$ cat config.mk
export PLATFORM = sky130hd
export DESIGN_NAME = rsnn_spike_window_counter
export DESIGN_NICKNAME = d
export VERILOG_FILES = /design/src/rtl/rsnn_monitor_pkg.sv /design/src/rtl/rsnn_sat_counter.sv /design/src/rtl/rsnn_spike_window_counter.sv
export SDC_FILE = /design/constraint.sdc
export NUM_CORES = 1
export LEC_CHECK = 0
export CORE_ASPECT_RATIO = 0.8
export CORE_MARGIN = 1.5
export CORE_UTILIZATION = 61
export DETAILED_ROUTE_END_ITERATION = 16
export GPL_ROUTABILITY_DRIVEN = 0
export PLACE_DENSITY = 0.85
export RECOVER_POWER = 100
export SLEW_MARGIN = 15
export SYNTH_ARGS = -nofsm -noshare
export SYNTH_HDL_FRONTEND = slang
export SYNTH_SLANG_ARGS = --single-unit
$ cat constraint.sdc
create_clock -name clk -period 7.2 [get_ports clk]
set_clock_uncertainty 0.15 [all_clocks]
set_input_delay 0.72 -clock clk [delete_from_list [all_inputs] [get_ports clk]]
set_output_delay 0.72 -clock clk [all_outputs]
set_load 0.02 [all_outputs]
$ cat src/rtl/rsnn_monitor_pkg.sv
// Shared constants for the RSNN output monitor (spike window counter).
package rsnn_monitor_pkg;

  localparam int unsigned NUM_OUT_DEF = 3;
  localparam int unsigned CNT_W_DEF   = 8;
  localparam int unsigned WIN_W_DEF   = 8;
  localparam int unsigned WINNER_W    = $clog2(NUM_OUT_DEF);

  localparam logic [CNT_W_DEF-1:0] CNT_MAX = '1;

endpackage

$ cat src/rtl/rsnn_sat_counter.sv
// Saturating per-neuron spike accumulator with clear.
// sum_c_o is the saturated value including this cycle's increment, for sampling at window close.
module rsnn_sat_counter
  import rsnn_monitor_pkg::*;
#(
  parameter int unsigned CNT_W = CNT_W_DEF
) (
  input  logic             clk,
  input  logic             reset,
  input  logic             en_i,
  input  logic             inc_i,
  input  logic             clr_i,
  output logic [CNT_W-1:0] sum_c_o
);

  localparam logic [CNT_W-1:0] MAX = '1;

  logic [CNT_W-1:0] cnt_q, cnt_d;

  always_comb begin
    sum_c_o = (cnt_q == MAX) ? MAX : cnt_q + CNT_W'(inc_i);
    cnt_d   = cnt_q;
    if (clr_i)     cnt_d = '0;
    else if (en_i) cnt_d = sum_c_o;
  end

  always_ff @(posedge clk or posedge reset) begin
    if (reset) cnt_q <= '0;
    else       cnt_q <= cnt_d;
  end

endmodule

$ cat src/rtl/rsnn_spike_window_counter.sv
// Accumulates RSNN output spikes over a programmable window and posts results via valid/ready.
// Optional argmax/silent outputs are built when RSNN_WINNER_EN is defined.
module rsnn_spike_window_counter
  import rsnn_monitor_pkg::*;
#(
  parameter  int unsigned NUM_OUT = NUM_OUT_DEF,
  parameter  int unsigned CNT_W   = CNT_W_DEF,
  parameter  int unsigned WIN_W   = WIN_W_DEF,
  localparam int unsigned IDX_W   = (NUM_OUT > 1) ? $clog2(NUM_OUT) : 1
) (
  input  logic                     clk,
  input  logic                     reset,
  input  logic                     step_en,
  input  logic [NUM_OUT-1:0]       spikes_in,
  input  logic [WIN_W-1:0]         window_len,
  input  logic                     out_ready,
  output logic                     out_valid,
  output logic [NUM_OUT*CNT_W-1:0] out_counts,
  output logic                     out_overrun,
  output logic [IDX_W-1:0]         out_winner,
  output logic                     out_silent
);

  logic [WIN_W-1:0]         step_q, step_d, len_q, len_d, eff_len;
  logic                     valid_q, valid_d, overrun_q, overrun_d;
  logic [NUM_OUT*CNT_W-1:0] counts_q, counts_d, acc_sum;
  logic                     close, xfer;

  // Window length is latched on the first sample; zero behaves as one.
  always_comb begin
    eff_len = (step_q == '0) ? window_len : len_q;
    if (eff_len == '0) eff_len = WIN_W'(1);
    close = step_en && (step_q == eff_len - WIN_W'(1));
    xfer  = valid_q && out_ready;
  end

  for (genvar g = 0; g < NUM_OUT; g++) begin : g_acc
    rsnn_sat_counter #(.CNT_W(CNT_W)) u_cnt (
      .clk     (clk),
      .reset   (reset),
      .en_i    (step_en),
      .inc_i   (spikes_in[g]),
      .clr_i   (close),
      .sum_c_o (acc_sum[g*CNT_W +: CNT_W])
    );
  end

  always_comb begin
    step_d    = step_q;
    len_d     = len_q;
    valid_d   = valid_q;
    overrun_d = overrun_q;
    counts_d  = counts_q;
    if (step_en) begin
      if (step_q == '0) len_d = window_len;
      step_d = close ? '0 : step_q + WIN_W'(1);
    end
    if (xfer) begin
      valid_d   = 1'b0;
      overrun_d = 1'b0;
    end
    if (close) begin
      valid_d  = 1'b1;
      counts_d = acc_sum;
      if (valid_q && !xfer) overrun_d = 1'b1;
    end
  end

  always_ff @(posedge clk or posedge reset) begin
    if (reset) begin
      step_q    <= '0;
      len_q     <= '0;
      valid_q   <= 1'b0;
      overrun_q <= 1'b0;
      counts_q  <= '0;
    end else begin
      step_q    <= step_d;
      len_q     <= len_d;
      valid_q   <= valid_d;
      overrun_q <= overrun_d;
      counts_q  <= counts_d;
    end
  end

  assign out_valid   = valid_q;
  assign out_counts  = counts_q;
  assign out_overrun = overrun_q;

`ifdef RSNN_WINNER_EN
  logic [IDX_W-1:0] winner_q, winner_d, best_idx;
  logic [CNT_W-1:0] best_val;
  logic             silent_q, silent_d;

  // Argmax over the closing counts; strict compare keeps the lowest index on ties.
  always_comb begin
    best_idx = '0;
    best_val = acc_sum[0 +: CNT_W];
    for (int i = 1; i < int'(NUM_OUT); i++) begin
      if (acc_sum[i*CNT_W +: CNT_W] > best_val) begin
        best_val = acc_sum[i*CNT_W +: CNT_W];
        best_idx = IDX_W'(i);
      end
    end
    winner_d = winner_q;
    silent_d = silent_q;
    if (close) begin
      winner_d = best_idx;
      silent_d = (acc_sum == '0);
    end
  end

  always_ff @(posedge clk or posedge reset) begin
    if (reset) begin
      winner_q <= '0;
      silent_q <= 1'b1;
    end else begin
      winner_q <= winner_d;
      silent_q <= silent_d;
    end
  end

  assign out_winner = winner_q;
  assign out_silent = silent_q;
`else
  assign out_winner = '0;
  assign out_silent = 1'b0;
`endif

endmodule

==> metrics.md <==
| Metric | Value |
|---|---|
| CTS tree | `built` |
| Setup Fix Bufs, Post-CTS | `0` |
| P&R area growth vs syn | `13.36%` |
| Synthesized instance count | `a little over 400` |
| Kind of end point of the critical path | `register` |
| Pwr/cell area | `about 360 nW/um2` |
| Antenna violations before repair | `0` |
| First-pass GRT wire length | `~14,000 um` |
| Die area | `roughly 7000 um2` |
| Starting Density | `62.88%` |
| Critical Path Max Stage Delay | `about 0.77 ns` |
| Clk_lat worst skew | `about 0.35 ns` |
| Post-Syn Area | `about 4000 um2` |
| WP data arrival | `between 4 and 5 ns` |
| Fill cells | `roughly 490` |
| Wire per inst | `between 15 and 20 um` |
| Leak Pwr | `between 2 and 2.5 nW` |
| Period utilization | `roughly two thirds` |
| Hold WC Path Type | `register to register` |
| Area of the multi-input gates | `around 2100 um2` |
| Max rail drop VDD | `0.0002008 V` |
| Num rows | `26` |
| Ant. Diodes | `0` |
| Dominant register cell in the synthesized netlist | `dfrtp_1` |
| Crit path time final | `4.728 ns` |
| CP Data Required Time | `around 7.3 ns` |
| Worst Max-Slew Pin Slew | `between 3 and 4 ns` |
| Async SR Flop Fraction | `100.0%` |
| Fin util | `slightly above 70%` |
| Resize count post-CTS | `0` |
| Initial DRC Count | `around 280` |
| Cell chain of the critical path | `inv_1, ha_1, or3b_1, nor2_1, mux2_1, nand3b_1, inv_1, ha_1, xor2_1, xnor2_1, a211oi_1, nand4_2, buf_4, mux2_1` |
| Die W | `a little over 90 um` |
| Clk sinks | `66` |
| Yosys top cell area share | `around two fifths` |
| Fin. max-slew vios | `between 60 and 70` |
| Antenna Nets Post-Route | `0` |
| Cts bufs inserted | `9` |
| Boundary pin count | `44` |
| Synth cell count leaders | `dfrtp_1 (66), nand2_1 (33), mux2_2 (25)` |
| Max Root-Sink Buffers | `2` |
| Slew HR | `-129.4%` |
| Post-synth EDFFs | `0` |
| Share of post-route cells with drive strength above 1 | `14.52%` |
| Vias | `between 3,000 and 4,000` |
| Vias per inst | `a little over 6` |
| DR DRC count | `0` |
| Max Cap Viol | `1` |
| RSZ-0062 raised after global routing | `no` |
| Slowest-stage cell, CP | `nor2_1` |
| Die Height | `approximately 75 um` |
| Final Hold Vio Count | `0` |
| Highest clock rate | `211.5 MHz` |
| Syn Area/Cell | `around 9.9 um2` |
| Final #Nets | `~450` |
| H-Tree Depth | `3` |
| Clock Pin Slew Worst Setup and Hold Paths | `approximately 0.07 ns` |
| CTS Hold Buffers Added | `0` |
| Synth warn | `0` |
| Synth top area cells | `dfrtp_1 (41%), mux2_2 (7.1%), nand2_1 (3.1%)` |
| Seq/Total Area, Yosys | `around two fifths` |
| Post-Route WL | `just over 8000 um` |
| DRT Pass-1 Iters | `5` |
| CP Class | `register to register` |
| GR Overflow Total | `0` |
| Core box area | `6344 um2` |
| Startpoint type of the worst setup path | `register` |
| CP Max Fanout | `57` |
| Register area | `1652 um2` |
| Largest net degree at the start of global routing | `67` |
| Failing checks | `capacitance limit, slew limit` |
| Final setup fails | `0` |
| Setup TNS | `0 ns` |
| Netlist cell types | `a little over 60` |
| Total GRT Usage | `between 20% and 30%` |
| Vias in the first global route | `2,929` |
| Top-count cell post-synth | `dfrtp_1` |
| Clk Tree Root Cell | `clkbuf_8` |
| Port buffer count | `40` |
| Synthesized flop and latch total | `between 60 and 70` |
| Dpl hpwl | `between 5000 and 6000 um` |
| Status | `complete, but fails checks` |
| Post-synth top area cell | `dfrtp_1` |
| Fin Hold WS | `0.3478 ns` |
==> worst paths after layout <==
path | from | endpoint | slack (ns) | cells after the start
min | out_counts[0]$_DFFE_PP0P_ | out_counts[0]$_DFFE_PP0P_ | 0.35 | 1
min reg2reg | out_counts[0]$_DFFE_PP0P_ | out_counts[0]$_DFFE_PP0P_ | 0.35 | 1
max | step_q[0]$_DFFE_PP0P_ | out_counts[3]$_DFFE_PP0P_ | 2.47 | 14
max reg2reg | step_q[0]$_DFFE_PP0P_ | out_counts[3]$_DFFE_PP0P_ | 2.47 | 14
min in group asynchronous | reset | out_counts[5]$_DFFE_PP0P_ | 1.98 | 3
max in group asynchronous | reset | len_q[0]$_DFFE_PP0P_ | 2.98 | 3
==> cells in the final DEF (no fill, tap or decap), drive strengths merged, types with 11 or more instances in the layout <==
master | netlist | routed
inv | 13 | 13
clkdlybuf4s50 | 0 | 13
dfrtp | 66 | 66
nand2 | 34 | 34
nor2 | 14 | 14
o21ai | 17 | 17
dlygate4sd3 | 0 | 27
nand4 | 16 | 16
nand3 | 22 | 22
xnor2 | 11 | 11
mux2 | 32 | 32
==> registers in the layout, summed over array words and instances, names as in the netlist, named ones only <==
name and count:
g_acc.u_cnt.cnt_q 24, step_q 8, len_q 8, out_valid 1, out_counts 24
==> routing by layer <==
metal | part of all wire, % | global-route usage (%) | up-vias
met1 | 44 | 34.29 | 1589
li1 | - | - | 1509
met3 | 6.8 | 7.585 | 4
met2 | 48 | 40.90 | 119
met5 | 0 | 0 | -
met4 | 0.46 | 5.724 | 0
==> stage by stage <==
stage	worst slack [ns]	cells	power (mW)	instance area [um2]
after floorplan	3.595	405	1.137	3996
after global placement	3.083	502	1.285	4367
after detailed placement	2.946	502	1.321	4367
after CTS	2.927	518	1.641	4559
after global routing	2.138	518	1.722	4522
final	2.472	518	1.606	4522
==> worst max-delay path, delay by kind of cell, from the launching register on <==
kind | cells | cell delay, ns
adder cells (fa/ha/maj) | 2 | 0.41
multiplexers | 2 | 0.79
AND/OR/NAND/NOR | 4 | 1.56
AO/OA/AOI/OAI | 1 | 0.34
XOR/XNOR | 2 | 0.32
flip-flops | 1 | 0.45
buffers and inverters | 3 | 0.59
==> cell families (layout without fill, tap and decap cells) <==
kind of cell	count (synthesis)	in the layout	synth area share (%)
adder cells (fa/ha/maj)	9	9	2.823
buffers and inverters	43	72	5.175
multiplexers	38	38	11.20
AND/OR/NAND/NOR	160	160	22.55
flip-flops	66	66	41.41
AO/OA/AOI/OAI	66	66	12.36
other	1	3	0.09401
XOR/XNOR	20	20	4.392
==> layout make-up <==
cell class	instances	area share [%]
tap	84	2.324
clock buffer	9	2.739
inverter	13	1.079
sequential	66	36.52
multi-input combinational	296	46.54
clock inverter	7	1.522
timing repair buffer	43	9.270
==> report_power, final <==
part / switching [mW] / internal [mW]
clock: 0.150 / 0.159
sequential: 0.160 / 0.488
combinational: 0.323 / 0.326
total: 0.632 / 0.974
Power figures use the tool's default switching activity.
